--- src/rtl/cmd_loader_if.sv ---
// Bundle of the hps_io ioctl download channel, the RAM write port and loader status.
// The loader side uses the slave modport; the hps_io/core side uses master.
interface cmd_loader_if #(
  parameter int unsigned ADDR_W = 16
);
  logic              ioctl_download;
  logic [7:0]        ioctl_index;
  logic              ioctl_wr;
  logic [7:0]        ioctl_data;
  logic              ioctl_wait;
  logic              mem_wr;
  logic              mem_ready;
  logic [ADDR_W-1:0] mem_addr;
  logic [7:0]        mem_data;
  logic [15:0]       entry_addr;
  logic              entry_valid;
  logic              busy;
  logic              error;

  modport slave (
    input  ioctl_download, ioctl_index, ioctl_wr, ioctl_data, mem_ready,
    output ioctl_wait, mem_wr, mem_addr, mem_data, entry_addr, entry_valid, busy, error
  );

  modport master (
    output ioctl_download, ioctl_index, ioctl_wr, ioctl_data, mem_ready,
    input  ioctl_wait, mem_wr, mem_addr, mem_data, entry_addr, entry_valid, busy, error
  );
endinterface

--- src/rtl/cmd_loader.sv ---
// Streaming TRS-80 /CMD image parser: turns ioctl download bytes into RAM writes and an entry address.
// Optional CPU autostart handshake (start_req/start_ack) is enabled by defining CMD_LOADER_AUTOSTART_EN.
module cmd_loader #(
  parameter int unsigned ADDR_W      = 16,
  parameter int unsigned INDEX       = 2,
  parameter int unsigned BASE_OFFSET = 0
) (
  input  logic clk_sys,
  input  logic reset,
`ifdef CMD_LOADER_AUTOSTART_EN
  output logic start_req,
  input  logic start_ack,
`endif
  cmd_loader_if.slave bus
);

  localparam int unsigned CNT_W = 9;

  typedef enum logic [2:0] {
    S_IDLE, S_GET_TYPE, S_GET_LEN, S_ADDR_LO, S_ADDR_HI, S_DATA, S_SKIP, S_DONE
  } state_t;

  typedef enum logic [1:0] { M_LOAD, M_XFER, M_SKIP } mode_t;

  state_t            state_q;
  mode_t             mode_q;
  logic [CNT_W-1:0]  cnt_q;
  logic [7:0]        addr_lo_q;
  logic [ADDR_W-1:0] ptr_q;
  logic              dl_q;
  logic              mem_wr_q;
  logic              first_q;
  logic [ADDR_W-1:0] mem_addr_q;
  logic [7:0]        mem_data_q;
  logic [15:0]       entry_addr_q;
  logic              entry_valid_q;
  logic              busy_q;
  logic              error_q;

  logic              wait_c;
  logic              start_c;
  logic              fall_c;
  logic              strobe_c;
  logic [CNT_W-1:0]  load_cnt_c;
  logic [ADDR_W-1:0] load_ptr_c;

  // Stall while a write is unaccepted, and always for the first cycle of a freshly issued write.
  assign wait_c   = mem_wr_q & (~bus.mem_ready | first_q);
  assign start_c  = bus.ioctl_download & ~dl_q & (bus.ioctl_index == 8'(INDEX));
  assign fall_c   = dl_q & ~bus.ioctl_download & (state_q != S_IDLE);
  assign strobe_c = bus.ioctl_wr & ~wait_c & (state_q != S_IDLE) & ~fall_c;

  assign load_ptr_c = ADDR_W'({bus.ioctl_data, addr_lo_q}) + ADDR_W'(BASE_OFFSET);

  // Data bytes after the two address bytes; lengths 0..2 encode 256..258 payload bytes.
  always_comb begin
    load_cnt_c = CNT_W'(bus.ioctl_data) - CNT_W'(2);
    if (bus.ioctl_data == 8'd0)
      load_cnt_c = CNT_W'(254);
    else if (bus.ioctl_data <= 8'd2)
      load_cnt_c = CNT_W'(bus.ioctl_data) + CNT_W'(254);
  end

  always_ff @(posedge clk_sys or posedge reset) begin
    if (reset) begin
      state_q       <= S_IDLE;
      mode_q        <= M_LOAD;
      cnt_q         <= '0;
      addr_lo_q     <= '0;
      ptr_q         <= '0;
      dl_q          <= 1'b0;
      mem_wr_q      <= 1'b0;
      first_q       <= 1'b0;
      mem_addr_q    <= '0;
      mem_data_q    <= '0;
      entry_addr_q  <= '0;
      entry_valid_q <= 1'b0;
      busy_q        <= 1'b0;
      error_q       <= 1'b0;
    end else begin
      dl_q    <= bus.ioctl_download;
      first_q <= 1'b0;
      if (mem_wr_q && bus.mem_ready)
        mem_wr_q <= 1'b0;
      if (bus.ioctl_wr && wait_c)
        error_q <= 1'b1;
      // Busy lingers after the download ends until any outstanding write is accepted.
      if (state_q == S_IDLE && busy_q && (!mem_wr_q || bus.mem_ready))
        busy_q <= 1'b0;

      if (start_c) begin
        state_q       <= S_GET_TYPE;
        busy_q        <= 1'b1;
        error_q       <= 1'b0;
        entry_valid_q <= 1'b0;
      end else if (fall_c) begin
        if (state_q != S_GET_TYPE && state_q != S_DONE)
          error_q <= 1'b1;
        state_q <= S_IDLE;
        busy_q  <= mem_wr_q & ~bus.mem_ready;
      end else if (strobe_c) begin
        case (state_q)
          S_GET_TYPE: begin
            if (bus.ioctl_data == 8'h01)      mode_q <= M_LOAD;
            else if (bus.ioctl_data == 8'h02) mode_q <= M_XFER;
            else                              mode_q <= M_SKIP;
            state_q <= S_GET_LEN;
          end
          S_GET_LEN: begin
            if (mode_q == M_SKIP) begin
              cnt_q   <= (bus.ioctl_data == 8'd0) ? CNT_W'(256) : CNT_W'(bus.ioctl_data);
              state_q <= S_SKIP;
            end else begin
              cnt_q   <= load_cnt_c;
              state_q <= S_ADDR_LO;
            end
          end
          S_ADDR_LO: begin
            addr_lo_q <= bus.ioctl_data;
            state_q   <= S_ADDR_HI;
          end
          S_ADDR_HI: begin
            if (mode_q == M_XFER) begin
              entry_addr_q  <= {bus.ioctl_data, addr_lo_q};
              entry_valid_q <= 1'b1;
              state_q       <= S_DONE;
            end else begin
              ptr_q   <= load_ptr_c;
              state_q <= (cnt_q == '0) ? S_GET_TYPE : S_DATA;
            end
          end
          S_DATA: begin
            mem_wr_q   <= 1'b1;
            first_q    <= 1'b1;
            mem_addr_q <= ptr_q;
            mem_data_q <= bus.ioctl_data;
            ptr_q      <= ptr_q + ADDR_W'(1);
            cnt_q      <= cnt_q - CNT_W'(1);
            if (cnt_q == CNT_W'(1))
              state_q <= S_GET_TYPE;
          end
          S_SKIP: begin
            cnt_q <= cnt_q - CNT_W'(1);
            if (cnt_q == CNT_W'(1))
              state_q <= S_GET_TYPE;
          end
          default: ;
        endcase
      end
    end
  end

  assign bus.ioctl_wait  = wait_c;
  assign bus.mem_wr      = mem_wr_q;
  assign bus.mem_addr    = mem_addr_q;
  assign bus.mem_data    = mem_data_q;
  assign bus.entry_addr  = entry_addr_q;
  assign bus.entry_valid = entry_valid_q;
  assign bus.busy        = busy_q;
  assign bus.error       = error_q;

`ifdef CMD_LOADER_AUTOSTART_EN
  logic busy_prev_q;
  logic start_req_q;

  // Request a CPU jump once a clean download with a transfer record has fully retired.
  always_ff @(posedge clk_sys or posedge reset) begin
    if (reset) begin
      busy_prev_q <= 1'b0;
      start_req_q <= 1'b0;
    end else begin
      busy_prev_q <= busy_q;
      if (busy_prev_q && !busy_q && entry_valid_q && !error_q)
        start_req_q <= 1'b1;
      else if (start_ack)
        start_req_q <= 1'b0;
    end
  end

  assign start_req = start_req_q;
`endif

endmodule

--- src/flat_wrapper.sv ---
// flat-port wrapper written by rule: the top's interface ports become plain ports
module cmd_loader_flat 
#(
  parameter int unsigned ADDR_W      = 16,
  parameter int unsigned INDEX       = 2,
  parameter int unsigned BASE_OFFSET = 0
)
  (clk_sys, reset, bus_ioctl_download, bus_ioctl_index, bus_ioctl_wr, bus_ioctl_data, bus_mem_ready, bus_ioctl_wait, bus_mem_wr, bus_mem_addr, bus_mem_data, bus_entry_addr, bus_entry_valid, bus_busy, bus_error);
  cmd_loader_if #(.ADDR_W(ADDR_W)) bus_i ();
  input  logic clk_sys;
  input  logic reset;
  input wire logic [$bits(bus_i.ioctl_download)-1:0] bus_ioctl_download;
  input wire logic [$bits(bus_i.ioctl_index)-1:0] bus_ioctl_index;
  input wire logic [$bits(bus_i.ioctl_wr)-1:0] bus_ioctl_wr;
  input wire logic [$bits(bus_i.ioctl_data)-1:0] bus_ioctl_data;
  input wire logic [$bits(bus_i.mem_ready)-1:0] bus_mem_ready;
  output wire logic [$bits(bus_i.ioctl_wait)-1:0] bus_ioctl_wait;
  output wire logic [$bits(bus_i.mem_wr)-1:0] bus_mem_wr;
  output wire logic [$bits(bus_i.mem_addr)-1:0] bus_mem_addr;
  output wire logic [$bits(bus_i.mem_data)-1:0] bus_mem_data;
  output wire logic [$bits(bus_i.entry_addr)-1:0] bus_entry_addr;
  output wire logic [$bits(bus_i.entry_valid)-1:0] bus_entry_valid;
  output wire logic [$bits(bus_i.busy)-1:0] bus_busy;
  output wire logic [$bits(bus_i.error)-1:0] bus_error;
  assign bus_i.ioctl_download = bus_ioctl_download;
  assign bus_i.ioctl_index = bus_ioctl_index;
  assign bus_i.ioctl_wr = bus_ioctl_wr;
  assign bus_i.ioctl_data = bus_ioctl_data;
  assign bus_i.mem_ready = bus_mem_ready;
  assign bus_ioctl_wait = bus_i.ioctl_wait;
  assign bus_mem_wr = bus_i.mem_wr;
  assign bus_mem_addr = bus_i.mem_addr;
  assign bus_mem_data = bus_i.mem_data;
  assign bus_entry_addr = bus_i.entry_addr;
  assign bus_entry_valid = bus_i.entry_valid;
  assign bus_busy = bus_i.busy;
  assign bus_error = bus_i.error;
  cmd_loader #(.ADDR_W(ADDR_W), .INDEX(INDEX), .BASE_OFFSET(BASE_OFFSET)) u_core (.clk_sys(clk_sys), .reset(reset), .bus(bus_i));
endmodule
--- config.mk ---
export PLATFORM = sky130hd
export DESIGN_NAME = cmd_loader_flat
export DESIGN_NICKNAME = d
export VERILOG_FILES = /design/src/rtl/cmd_loader_if.sv /design/src/rtl/cmd_loader.sv /design/src/flat_wrapper.sv
export SDC_FILE = /design/constraint.sdc
export NUM_CORES = 1
export LEC_CHECK = 0
export CAP_MARGIN = 20
export CORE_MARGIN = 4
export CORE_UTILIZATION = 35
export DETAILED_ROUTE_END_ITERATION = 12
export PLACE_DENSITY_LB_ADDON = 0.05
export SETUP_SLACK_MARGIN = 0.15
export SLEW_MARGIN = 0
export SYNTH_ARGS = -nofsm -noshare
export SYNTH_HDL_FRONTEND = slang
export SYNTH_SLANG_ARGS = --single-unit
export TNS_END_PERCENT = 50
--- constraint.sdc ---
create_clock -name clk_sys -period 2.35 [get_ports clk_sys]
set_input_delay 0.3525 -clock clk_sys [delete_from_list [all_inputs] [get_ports clk_sys]]
set_output_delay 0.3525 -clock clk_sys [all_outputs]
set_load 0.05 [all_outputs]
Yosys cells after proc, flatten, opt, wreduce, memory -nomap -nowiden:

Cells that the tools add are included.

* add/sub/neg operators: 4
* eq/ne operators: 17
* muxes and demuxes: 38
* reduce and logical (&&, ||, !) cells: 28
* bitwise operators: 16
* magnitude comparators: 1

Operators by type and width (number)
* 9-bit two-way mux: 4
* 16-bit one-hot mux with 2 select lines: 1
* 1-bit two-way mux: 21
* 3-bit two-way mux: 7
* 4-bit AND reduction: 5
* 9-bit one-hot mux with 2 select lines: 1
* 16-bit by 1-bit adder with 16-bit output, second input constant: 1
* 8-bit by 2-bit equality test with 1-bit output, second input constant: 2
* 16-bit two-way mux: 1
* 3-bit one-hot mux with 5 select lines: 1
* 5-bit AND reduction: 2
* 2-bit nonzero test: 5
* 8-bit by 8-bit adder with 9-bit output, second input constant: 1
* 1-bit bitwise AND: 9
* 3-bit equality test, second input constant: 3
* 9-bit by 1-bit equality test with 1-bit output, second input constant: 1
* 9-bit zero test: 1
* 3-bit nonzero test: 3
* 8-bit by 2-bit subtractor with 9-bit output, second input constant: 1
* 9-bit by 1-bit subtractor with 9-bit output, second input constant: 1
* 8-bit by 1-bit equality test with 1-bit output, second input constant: 1
* 8-bit by 2-bit <= comparator with 1-bit output, second input constant: 1
* 8-bit zero test: 1
* 7-bit nonzero test: 1
* 18 further kinds: 29

* output and inout port bits: 45
* word-level logic and storage cells: 118
* register bits: 84
* bits of input ports: 21

Longest topological paths before layout:

Gate-level depths: netlist (run 1).

* word-level depth: 10
* depth in mapped cells: 8
* gate-level depth less buffers: 7

Least setup slack after synthesis (run 1):

No wires, ideal clock.

* path kind: register -> register
* from: register u_core.mem_wr_q, in the netlist u_core.bus.mem_wr
* to: register u_core.mem_addr_q[11], in the netlist u_core.bus.mem_addr[11]
* setup slack: 242 ps
* required time: 2225 ps
* library setup time: 125 ps
* cell stages (with the launch flop): 7
* arrival: 1983 ps
* path buffers: 2
* clock period less this slack: 2108 ps
* cells stage by stage: dfrtp_1 > inv_1 > o21ai_0 > buf_2 > nor3_4 > buf_2 > mux2_2

* word-level cells in the longest chain between the ends: 6

RTL lines
* from (decl): RTL line cmd_loader.sv:31 `logic mem_wr_q;`
* from (signal assigned): RTL line cmd_loader.sv:72 `mem_wr_q <= 1'b0;`
* from (signal assigned): RTL line cmd_loader.sv:84 `mem_wr_q <= 1'b0;`
* from (signal assigned): RTL line cmd_loader.sv:133 `mem_wr_q <= 1'b1;`
* 1-bit bitwise AND: RTL line cmd_loader.sv:48 `assign wait_c = mem_wr_q & (~bus.mem_ready | first_q);`
* 1-bit inverter: RTL line cmd_loader.sv:51 `assign strobe_c = bus.ioctl_wr & ~wait_c & (state_q != S_IDLE) & ~fall_c;`
* 1-bit bitwise AND (3 in series): RTL line cmd_loader.sv:51
* 4-bit AND reduction (no source line)
* to (signal assigned): RTL line cmd_loader.sv:135 `mem_addr_q <= ptr_q;`
* to (decl): RTL line cmd_loader.sv:33 `logic [ADDR_W-1:0] mem_addr_q;`

Every way passes these cells.
A chain may end at the register's enable or synchronous reset.

Worst setup path in the final report (run 1):

* from: register u_core.state_q[0]
* to: register u_core.cnt_q[5]

* word-level cells in the longest chain between the ends: 5
* elaborated cells between the ends (all ways): 12
* classes of those cells: eq/ne (3); mux (1); bitwise (4); reduce/logical (4)

RTL lines
* from (decl): RTL line cmd_loader.sv:25 `state_t state_q;`
* from (signal assigned): RTL line cmd_loader.sv:129 `state_q <= (cnt_q == '0) ? S_GET_TYPE : S_DATA;`
* 3-bit nonzero test: RTL line cmd_loader.sv:50, cmd_loader.sv:51
* 1-bit bitwise AND: RTL line cmd_loader.sv:50 `assign fall_c = dl_q & ~bus.ioctl_download & (state_q != S_IDLE);`
* 1-bit inverter (no source line)
* 1-bit bitwise AND: RTL line cmd_loader.sv:51
* 4-bit AND reduction (no source line)
* to (signal assigned): RTL line cmd_loader.sv:111 `cnt_q <= (bus.ioctl_data == 8'd0) ? CNT_W'(256) : CNT_W'(bus.ioctl_data);`
* to (signal assigned): RTL line cmd_loader.sv:114 `cnt_q <= load_cnt_c;`
* to (signal assigned): RTL line cmd_loader.sv:138 `cnt_q <= cnt_q - CNT_W'(1);`
* to (decl): RTL line cmd_loader.sv:27 `logic [CNT_W-1:0] cnt_q;`

Parallel ways exist; a longest one is shown, timed or not.

==> results.txt, run 1 <==
Clock-pin slew was measured on the worst setup and hold paths at 0.06 ns. The clock reaches the later pin of the worst-skew pair after 0.35 ns. Timing would allow up to 483 MHz. In the final timing run, aggregate negative setup slack is 0 ns.

For the number of endpoints with negative hold slack in the final report, the log shows 0. The top cell types in the final layout, fill and taps aside, are 84 x dfrtp_1, 64 x clkdlybuf4s50_1, 32 x buf_4. The critical path's top delay family was compound AO/OA/AOI/OAI gates. Final hold analysis gives a worst-case slack of 0.445 ns.

The run gives 54 as the largest net degree at the start of global routing. Setup violations remaining at the end of the flow were counted as 0. The logs give 0.361 for the starting density of the core and 0 for the number of warnings issued by yosys. Across the VDD grid, the largest voltage drop is 679 uV. Buffers plus inverters on the worst setup path: 1.

The tools report the number of sinks handled by clock tree synthesis as 84. Including well taps, the total number of placed cells is 651. The sum of net half-perimeters after detailed placement is 8190 um, and the average wire per standard cell is 17.2 um. The TritonCTS buffer count was 9; the remaining global-route overflow was 0. The first global-routing pass estimated 19500 um of wire. The logs give 66 for the total I/O pin count and 0.172 for the overall routing resource usage.

STA classifies the critical path endpoint as a flop. The share of layout cells above drive strength 1 works out to 0.242. The slowest stage of the critical path is the dfrtp_1 cell. For this design, the CTS-stage hold fixing added 0 buffers. Traced cell by cell, the critical path runs through buf_4 > xor2_1 > and2_0 > a21oi_1 > a22oi_1 > a22o_1. In the post-route analysis, the smallest setup slack over all paths is 0.279 ns. The tools report the number of library cell types mapped by synthesis as 64. The maximum clock skew at final layout is 0.00823 ns.

The run gives -0.141 ns as the pre-CTS setup slack. The data required time at the worst endpoint was 2.59 ns; the maximum net fanout on the critical path was 11. For the number of violations reported at the end of detailed-routing iteration 0, the log shows 143. The remaining antenna violation count after routing came out at 0.

The portion of the clock cycle consumed by the worst path in the final layout was 0.881. For this block, the routed nets add up to 11400 um of wire. Total nets after synthesis: 431.

Compared with the post-synthesis result, the final layout area differs by 32.4%. The non-filler instance count after layout was 667; the width of the die was 120 um. Clock root buffer: clkbuf_16.

The class of the most critical hold timing path is in2async. The repair_antennas step left the layout with diodes totalling 0. The run gives 0.635 as the headroom to the max-slew limit. Leaving out fill and tap cells, the most frequent cell in the layout is dfrtp_1. The initialized floorplan defines 40 standard-cell rows.

The maximum cell stage delay along the critical path works out to 0.47 ns. The routed layout has 3420 vias. The type of the setup path with the least slack was reg2reg. Final count of pins violating max slew: 0. The final layout contains 520 nets. Dividing total power by cell area gives a power density of 1380 nW/um2.

Setup repair after global routing could not meet its margin everywhere. The part of the Yosys area used for sequential elements is 0.481, and the count of mapped cells out of synthesis is 405. The routability congestion estimate from global placement was 0.852; the total die area was 14300 um2. Counting flops with a built-in enable in the synthesized netlist gives 0. TritonCTS built the clock tree. The filler cells instantiated in the layout total 1171. The DRC violation count after routing was 0. Counting along the longest clock path gives a buffer depth of 2. In this run the standard cell core region covers 12100 um2. For the share of the core filled with cells, the log shows 0.477.

The mean number of vias per cell works out to 5.13. Post-CTS repair changed the size of 0 cells. The vertical extent of the die works out to 120 um. The run gives 4370 um2 as the post-synthesis instance area.

The startpoint type of the worst setup path is a flop. Among all flip-flop cells after synthesis, the most frequent one is dfrtp_1. The logs give 0 for the initial antenna violation count and 3571 for the via count of the first global-routing pass. The post-CTS setup buffer count came out at 0. The count of max-cap constraint violations is 0, and the clock period minus final worst setup slack is 2.07 ns. Summed over all cells, the static leakage comes to 2.44 nW. At the worst endpoint, the arrival time is 2.31 ns. The flow ran to the end, and the final reports show no timing, DRC or antenna violations. The CTS H-tree depth is 3. The first detailed-routing pass took 5 iterations. The synthesized area per cell was 10.8 um2. The fraction of registers with async set or reset after synthesis came out at 1.00. Synthesis inferred 84 register bits. The count of input and output buffers was 65. For the pin with the worst max-slew slack, the measured transition is 0.548 ns.
final timing paths:
check                                         from                         to  slack, ns  cells past startpoint
max                              u_core.state_q[0]            u_core.cnt_q[5]       0.28                      6
max reg2reg                      u_core.state_q[0]            u_core.cnt_q[5]       0.28                      6
min reg2reg                u_core.bus.mem_addr[12]    u_core.bus.mem_addr[12]       0.48                      1
min                                          reset  u_core.bus.entry_addr[10]       0.44                      3
max in group asynchronous                    reset           u_core.bus.error       1.62                      3
min in group clk_sys       u_core.bus.mem_addr[12]    u_core.bus.mem_addr[12]       0.48                      1
cell usage after synthesis (4+ instances only):
cell type | n | area share
a21oi_2 | 5 | 0.010
dfrtp_1 | 84 | 0.48
a22o_1 | 4 | 0.0080
xor2_1 | 4 | 0.0080
ha_1 | 5 | 0.014
nor4_1 | 5 | 0.0072
nand3_1 | 15 | 0.017
nor2_1 | 28 | 0.024
mux2_4 | 10 | 0.034
o21ai_0 | 29 | 0.033
a2bb2oi_2 | 7 | 0.024
nor3_1 | 7 | 0.0080
nand2b_1 | 8 | 0.011
inv_1 | 11 | 0.0095
mux2_1 | 10 | 0.026
nand4_1 | 7 | 0.010
clkbuf_1 | 13 | 0.011
nand2_1 | 27 | 0.023
mux2_2 | 29 | 0.075
buf_2 | 8 | 0.0092
a21oi_1 | 16 | 0.018
a31oi_1 | 6 | 0.0086
cell families after synthesis:
group	Yosys count	share of synthesized area
and+or+nand+nor	126	0.157
AOI/OAI and AO/OA	96	0.155
DFF	84	0.481
muxes	52	0.142
buffers and inverters	36	0.0384
xor gates and xnor gates	6	0.0120
adders and majority gates	5	0.0143
power by group:
part	leakage [nW]	total (W)	internal [W]	switching, W
combinational	1.26	0.00387	0.00156	0.00231
clock	0.146	0.00145	0.000856	0.000597
sequential	1.04	0.00267	0.00209	0.000576
total	2.44	0.00799	0.00451	0.00348
state kept, by name, summed over array words and instances, names as in the netlist, 2 cells and up:
register	cells
u_core.addr_lo_q	8
u_core.bus.entry_addr	16
u_core.bus.mem_data	8
u_core.bus.mem_addr	16
u_core.cnt_q	9
u_core.mode_q	2
u_core.ptr_q	16
u_core.state_q	3
area by class of cell:
cell class / instances / area [um2] / area share
Tap cell: 168 / 210 / 0.0363
Sequential cell: 84 / 2100 / 0.363
Inverter: 12 / 48.8 / 0.00844
Clock buffer: 11 / 243 / 0.0420
Timing Repair Buffer: 102 / 992 / 0.172
Clock inverter: 5 / 60.1 / 0.0104
Multi-Input combinational cell: 285 / 2130 / 0.368
per-layer routing:
metal	track usage	routed length, um	vias to the layer above
met1	0.235	5580	1682
met2	0.267	5260	64
met3	0.0495	450	12
met5	0	0	-
met4	0.0515	146	0
li1	-	-	1662
through the flow:
stage	total power (W)	cell area (um2)
floorplan	0.00525	4370
global placement	0.00652	5460
detailed placement	0.00655	5460
CTS	0.00807	5760
global route	0.00850	5780
finish	0.00799	5780
worst register-to-register path: stages, from the launching register on:
cell	delay (ns)
dfrtp_1	0.47
buf_4	0.20
xor2_1	0.17
and2_0	0.37
a21oi_1	0.34
a22oi_1	0.14
a22o_1	0.27
Note: power is estimated with default switching activity, not from simulation.
==> run 2: changes to the inputs <==
--- a/config.mk
+++ b/config.mk
@@ -6,6 +6,7 @@
 export NUM_CORES = 1
 export LEC_CHECK = 0
 export CAP_MARGIN = 20
+export CORE_ASPECT_RATIO = 1.2
 export CORE_MARGIN = 4
 export CORE_UTILIZATION = 35
 export DETAILED_ROUTE_END_ITERATION = 12
==> results.txt, run 2 (synthesized netlist as in run 1, its figures left out) <==
Share of layout cells above drive strength 1: 0.239. STA puts the critical path data arrival time at 2.26 ns. Power spread over the standard cell area amounts to 1390 nW/um2.

The slew at the pin with the worst max-slew slack is 0.555 ns. TritonCTS built the clock tree. The total I/O pin count is 66. The library cell used most frequently in the layout, excluding fill and tap cells, is dfrtp_1.

The tools report the headroom to the max-slew limit as 0.628. The clock root buffer was clkbuf_16. The number of antenna diodes in the final layout is 0. Setup violations remaining at the end of the flow were counted as 0. The number of standard-cell rows in the floorplan was 44. Maximum clock skew at final layout: 0.00706 ns. The run gives 2 as the number of buffers between clock root and the deepest sink. The CTS H-tree depth is 3.

The vertical extent of the die is 130 um. The worst hold path belongs to the class in2async. The post-detailed-routing wire length came out at 11400 um. The maximum cell stage delay along the critical path was 0.75 ns. In this run, post-CTS hold repair placed 0 buffers. The maximum net fanout on the critical path is 21, and the via count of the routed design is 3450. The run gives 0.00796 W as the power after layout. Post-CTS timing repair inserted 0 buffers for setup. For the routability congestion estimate from global placement, the log shows 0.772.

For this design, the sink count on the clock tree is 84. The number of endpoints with negative hold slack in the final report came out at 0. Startpoint type of the worst setup path: an input pin. The core footprint was 12200 um2. The tools report the data required time at the worst endpoint as 2.56 ns. The worst setup path is captured at a flop.

The starting density of the core was 0.359; the count of max-cap constraint violations was 0. Static timing analysis puts the maximum clock frequency at 486 MHz. The first global-routing pass estimated 19200 um of wire.

Traced cell by cell, the critical path runs through clkdlybuf4s50_1 > nor2b_1 > o21ai_1 > or4b_4 > o21ai_0 > o21ai_0. Before antenna repair, the detailed router went through 4 iterations. The type of the setup path with the least slack was in2reg. The logs give 3625 for the via count of the first global-routing pass and 156 for the number of violations reported at the end of detailed-routing iteration 0. The logs give 0 for the initial antenna violation count and 0 ns for the final setup TNS.

The count of input and output buffers works out to 65. After global routing the overflow that remains totals 0. The number of nets in the layout was 518; the width of the die was 110 um. The portion of the clock cycle consumed by the worst path in the final layout is 0.875. The run finished with clean final reports. Setup repair after global routing left no endpoint under its margin. Detailed placement ended at an HPWL of 8280 um. VDD sags by at most 630 uV. The clock insertion delay at the later pin of the skew report is 0.34 ns, and the final count of pins violating max slew is 0. Entering global routing, the biggest net connects 38 pins. The mean number of vias per cell is 5.24, and the clock period minus final worst setup slack is 2.06 ns.

The library cells used most frequently in the layout, excluding fill and tap cells, are 84 x dfrtp_1, 64 x clkdlybuf4s50_1, 31 x buf_4. The run gives 2.44 nW as the leakage power. The non-filler instance count after layout is 658, and the remaining antenna violation count after routing is 0.

The overall routing resource usage was 0.173; the area added between synthesis and finish was 31.6%. The TritonCTS buffer count was 9. The most numerous cell on the critical path was o21ai_0. Counting the fill cells in the layout gives 1163.

The slowest stage of the critical path is the or4b_4 cell. The average wire per standard cell was 17.4 um. The DRC violation count after routing was 0. The total die area was 14300 um2.

The clock transition time at the flip-flop clock pins of the worst setup and hold paths works out to 0.07 ns. Once placement completed, the tool counted placed cells totaling 642.
## run 2: cell types whose count changed in the layout (fill, tap and decap cells not counted)
cell / previous run / this run
and2_0: 1 / 0
and2_1: 1 / 2
buf_4: 32 / 31
buf_6: 1 / 0
clkinv_4: 1 / 3
clkinvlp_4: 2 / 1
inv_6: 1 / 0
nor4bb_2: 0 / 1
nor4bb_4: 1 / 0
## run 2: power breakdown
part / switching [W] / leakage, nW / internal [W] / total (W)
sequential: 0.000585 / 1.04 / 0.00209 / 0.00267
combinational: 0.00228 / 1.25 / 0.00155 / 0.00383
clock: 0.000601 / 0.150 / 0.000858 / 0.00146
total: 0.00346 / 2.44 / 0.00450 / 0.00796
## run 2: worst paths after layout
| check | slack (ns) | from | depth (start not counted) | to |
|---|---|---|---|---|
| max | 0.29 | bus_mem_ready | 6 | u_core.ptr_q[14] |
| min | 0.41 | reset | 2 | u_core.bus.entry_addr[2] |
| max reg2reg | 0.29 | u_core.state_q[1] | 5 | u_core.bus.entry_addr[5] |
| min reg2reg | 0.48 | u_core.bus.mem_addr[12] | 1 | u_core.bus.mem_addr[12] |
| max in group asynchronous | 1.36 | reset | 3 | u_core.bus.mem_wr |
| min in group clk_sys | 0.48 | u_core.bus.mem_addr[12] | 1 | u_core.bus.mem_addr[12] |
## run 2: worst max-delay path: cells and delay by family
family                 cells  cell delay (ns)
AND/OR/NAND/NOR            2             0.92
buffers and inverters      1             0.47
AO/OA/AOI/OAI              3             0.51
## run 2: routing by layer
| metal | up-vias | track usage | wire (um) |
|---|---|---|---|
| met5 | - | 0 | 0 |
| met1 | 1730 | 0.229 | 5110 |
| met2 | 55 | 0.288 | 5830 |
| li1 | 1657 | - | - |
| met4 | 0 | 0.0514 | 112 |
| met3 | 8 | 0.0334 | 376 |
## run 2: area by class of cell
type | count | area [um2] | area share
clock buffer | 11 | 243 | 0.0422
clock inverter | 5 | 61.3 | 0.0107
inverter | 12 | 48.8 | 0.00849
multi-input combinational | 285 | 2120 | 0.369
sequential | 84 | 2100 | 0.366
tap | 161 | 201 | 0.0350
timing repair buffer | 100 | 973 | 0.169
## run 2: repair_timing
action	in CTS	in global routing
gates resized for setup	0	2
endpoints found under the hold margin	0	0
setup endpoints to repair	0	8
## run 2: stage by stage
stage / worst slack, ns / cell area (um2) / hold slack [ns] / util
floorplan: 0.242 / 4370 / 0.384 / -
global placement: -0.0359 / 5440 / 0.472 / 0.447
detailed placement: -0.0694 / 5440 / 0.474 / 0.447
CTS: 0.240 / 5740 / 0.429 / 0.472
global route: 0.176 / 5750 / 0.446 / 0.472
finish: 0.293 / 5750 / 0.412 / 0.472
==> run 3: changes to the inputs <==
--- a/config.mk
+++ b/config.mk
@@ -6,9 +6,10 @@
 export NUM_CORES = 1
 export LEC_CHECK = 0
 export CAP_MARGIN = 20
+export CELL_PAD_IN_SITES_DETAIL_PLACEMENT = 0
+export CELL_PAD_IN_SITES_GLOBAL_PLACEMENT = 2
 export CORE_ASPECT_RATIO = 1.2
-export CORE_MARGIN = 4
-export CORE_UTILIZATION = 35
+export CORE_UTILIZATION = 32
 export DETAILED_ROUTE_END_ITERATION = 12
 export PLACE_DENSITY_LB_ADDON = 0.05
 export SETUP_SLACK_MARGIN = 0.15
==> results.txt, run 3 (synthesized netlist as in run 1, its figures left out) <==
The flow ran to the end, and the final reports show no timing, DRC or antenna violations. The critical path capture point type is a flop. The width of the die is 109 um. For the worst setup path, the data arrival time is 2.28 ns. The clock period minus final worst setup slack works out to 2.06 ns.

The commonest non-fill, non-tap cell in the layout is dfrtp_1. STA puts the critical path data required time at 2.58 ns. The floorplan has 46 rows.

For the share of the core filled with cells, the log shows 0.433. Counting every sink on the clock net gives 84. The count of input and output buffers is 65. Summed over all layers, the routed wires come to 11600 um.

CTS built an H-tree with a depth of 3. Setup total negative slack on the finished layout was measured at 0 ns. The core footprint is 13300 um2. In this run the vertical extent of the chip is 130 um.

The run gives 0 as the final count of pins violating max slew. The number of nets in the layout is 519, and the sum of net half-perimeters after detailed placement is 8250 um. The tree is rooted in a clkbuf_16.

The starting density of the core was 0.329; the total of hold buffers inserted after clock tree synthesis was 0. Dividing the detail-routed wire length by the instance count gives 17.4 um. Using the TritonRoute via totals, the vias-per-cell ratio works out to 5.08. STA classifies the critical path startpoint as a flop.

The total I/O pin count is 66. The depth of the most critical reg-to-reg path is 6. TritonCTS built the clock tree.

The power per unit of standard cell area was 1380 nW/um2; the slew at the pin with the worst max-slew slack was 0.622 ns. Summing all multi-input logic gate instances after layout gives 2110 um2. Sequential cell area: 2100 um2. The first global-routing pass estimated 18700 um of wire. From synthesis to final layout, the design area changed by 31.7%. The count of TritonRoute iterations in the first routing pass is 4, and the total of fill cells in the finished design is 1258.

Static timing analysis puts the maximum clock frequency at 486 MHz. For this design the static power due to leakage is 2.44 nW. At the later pin of the worst-skew pair, clock insertion delay measures 0.35 ns. The maximum clock skew at final layout was 0.00480 ns; the TritonCTS buffer count was 9. For the reg-to-reg setup timing slack, the log shows 0.29 ns.

The count of max-cap constraint violations is 0. Setup repair after global routing left no endpoint under its margin. For the number of violations reported at the end of detailed-routing iteration 0, the log shows 159.

The floorplan step defined a die boundary enclosing 14100 um2. For this run, design rule violations remaining after detail routing come to 0. In this run the critical register-to-register path is captured at u_core.bus.entry_addr[5]. For the number of gates given a new drive strength after cts, the log shows 0.

The number of diodes was 0. IR analysis of the VDD net gives a maximum drop of 658 uV. The tools report the launch point of the worst reg-to-reg path as u_core.mode_q[1].

The type of the setup path with the least slack was reg2reg. For this run the aggregate overflow at the end of global routing stands at 0. In this run the worst path has a maximum fanout of 16. The clock passes through at most 2 buffers.

The largest net degree at the start of global routing is 85. The via count of the first global-routing pass is 3461. Setup violations remaining at the end of the flow were counted as 0. The clock transition time at the flip-flop clock pins of the worst setup and hold paths is 0.06 ns. Via count of the routed design: 3380. For the overall routing resource usage, the log shows 0.179. The portion of the clock cycle consumed by the worst path in the final layout was 0.875. The initial antenna violation count came out at 0.

The post-CTS setup buffer count is 0, and the number of endpoints with negative hold slack in the final report is 0. The share of layout cells above drive strength 1 is 0.243. Leaving out fill and tap cells, the most frequent cells in the layout are 84 x dfrtp_1, 64 x clkdlybuf4s50_1, 31 x buf_4. The logs give 0.776 for the routability congestion estimate from global placement and 0.585 for the headroom to the max-slew limit. Once detail routing completed, the nets flagged for antenna violations numbered 0.

The min-delay analysis places its worst path in the category in2async.
[run 3: changes by cell type in the layout (fill, tap and decap cells not counted)]
| cell | before | now |
|---|---|---|
| clkbuf_8 | 1 | 2 |
| bufinv_16 | 1 | 0 |
| and2_1 | 2 | 1 |
| nor3_4 | 2 | 1 |
| buf_12 | 5 | 6 |
| and2_0 | 0 | 1 |
| nor3_2 | 2 | 3 |
| clkbuf_1 | 1 | 0 |
| clkinv_2 | 1 | 2 |
[run 3: final cells by class]
cell class	instances	share of cell area
clock inverters	5	0.00630
clock buffers	11	0.0439
inverters	12	0.00848
flip-flops and latches	84	0.365
repair buffers	101	0.173
well taps	168	0.0365
multi-input cells	285	0.367
[run 3: worst max path at each step]
stage                                   from                       end  slack (ns)  cells past startpoint
after floorplan            u_core.bus.mem_wr   u_core.bus.mem_addr[11]        0.24                      6
after global placement         bus_mem_ready       u_core.addr_lo_q[2]       -0.01                      8
after detailed placement  bus_ioctl_index[3]  u_core.bus.entry_addr[5]       -0.05                      7
after CTS                   u_core.mode_q[1]  u_core.bus.entry_addr[5]        0.26                      6
after global routing        u_core.mode_q[1]  u_core.bus.entry_addr[5]        0.15                      6
final                       u_core.mode_q[1]  u_core.bus.entry_addr[5]        0.29                      6
[run 3: where the power goes]
part | internal (W) | total, W | switching, W
combinational | 0.00158 | 0.00388 | 0.00230
sequential | 0.00209 | 0.00266 | 0.000575
clock | 0.000775 | 0.00138 | 0.000600
[run 3: critical path, stage by stage (launching register included)]
cell and delay (ns):
dfrtp_1 0.40, nand2b_1 0.22, or4_4 0.46, nor3_2 0.24, nand2_2 0.12, buf_12 0.17, mux2_1 0.32
[run 3: metal layers]
metal,part of all wire,track usage,vias to the layer above
li1,-,-,1662
met3,0.024,0.0265,13
met4,0.022,0.0882,0
met5,0,0,-
met1,0.45,0.228,1651
met2,0.50,0.297,54
[run 3: per-stage QoR]
stage / setup WS [ns] / total power (W) / hold WS, ns / cells / cell area, um2
6_report: 0.294 / 0.00792 / 0.463 / 666 / 5760
5_1_grt: 0.151 / 0.00840 / 0.484 / 666 / 5760
4_1_cts: 0.258 / 0.00802 / 0.484 / 666 / 5760
3_5_place_dp: -0.0498 / 0.00660 / 0.478 / 650 / 5470
3_3_place_gp: -0.0127 / 0.00659 / 0.472 / 650 / 5470
2_1_floorplan: 0.242 / 0.00525 / 0.384 / 405 / 4370
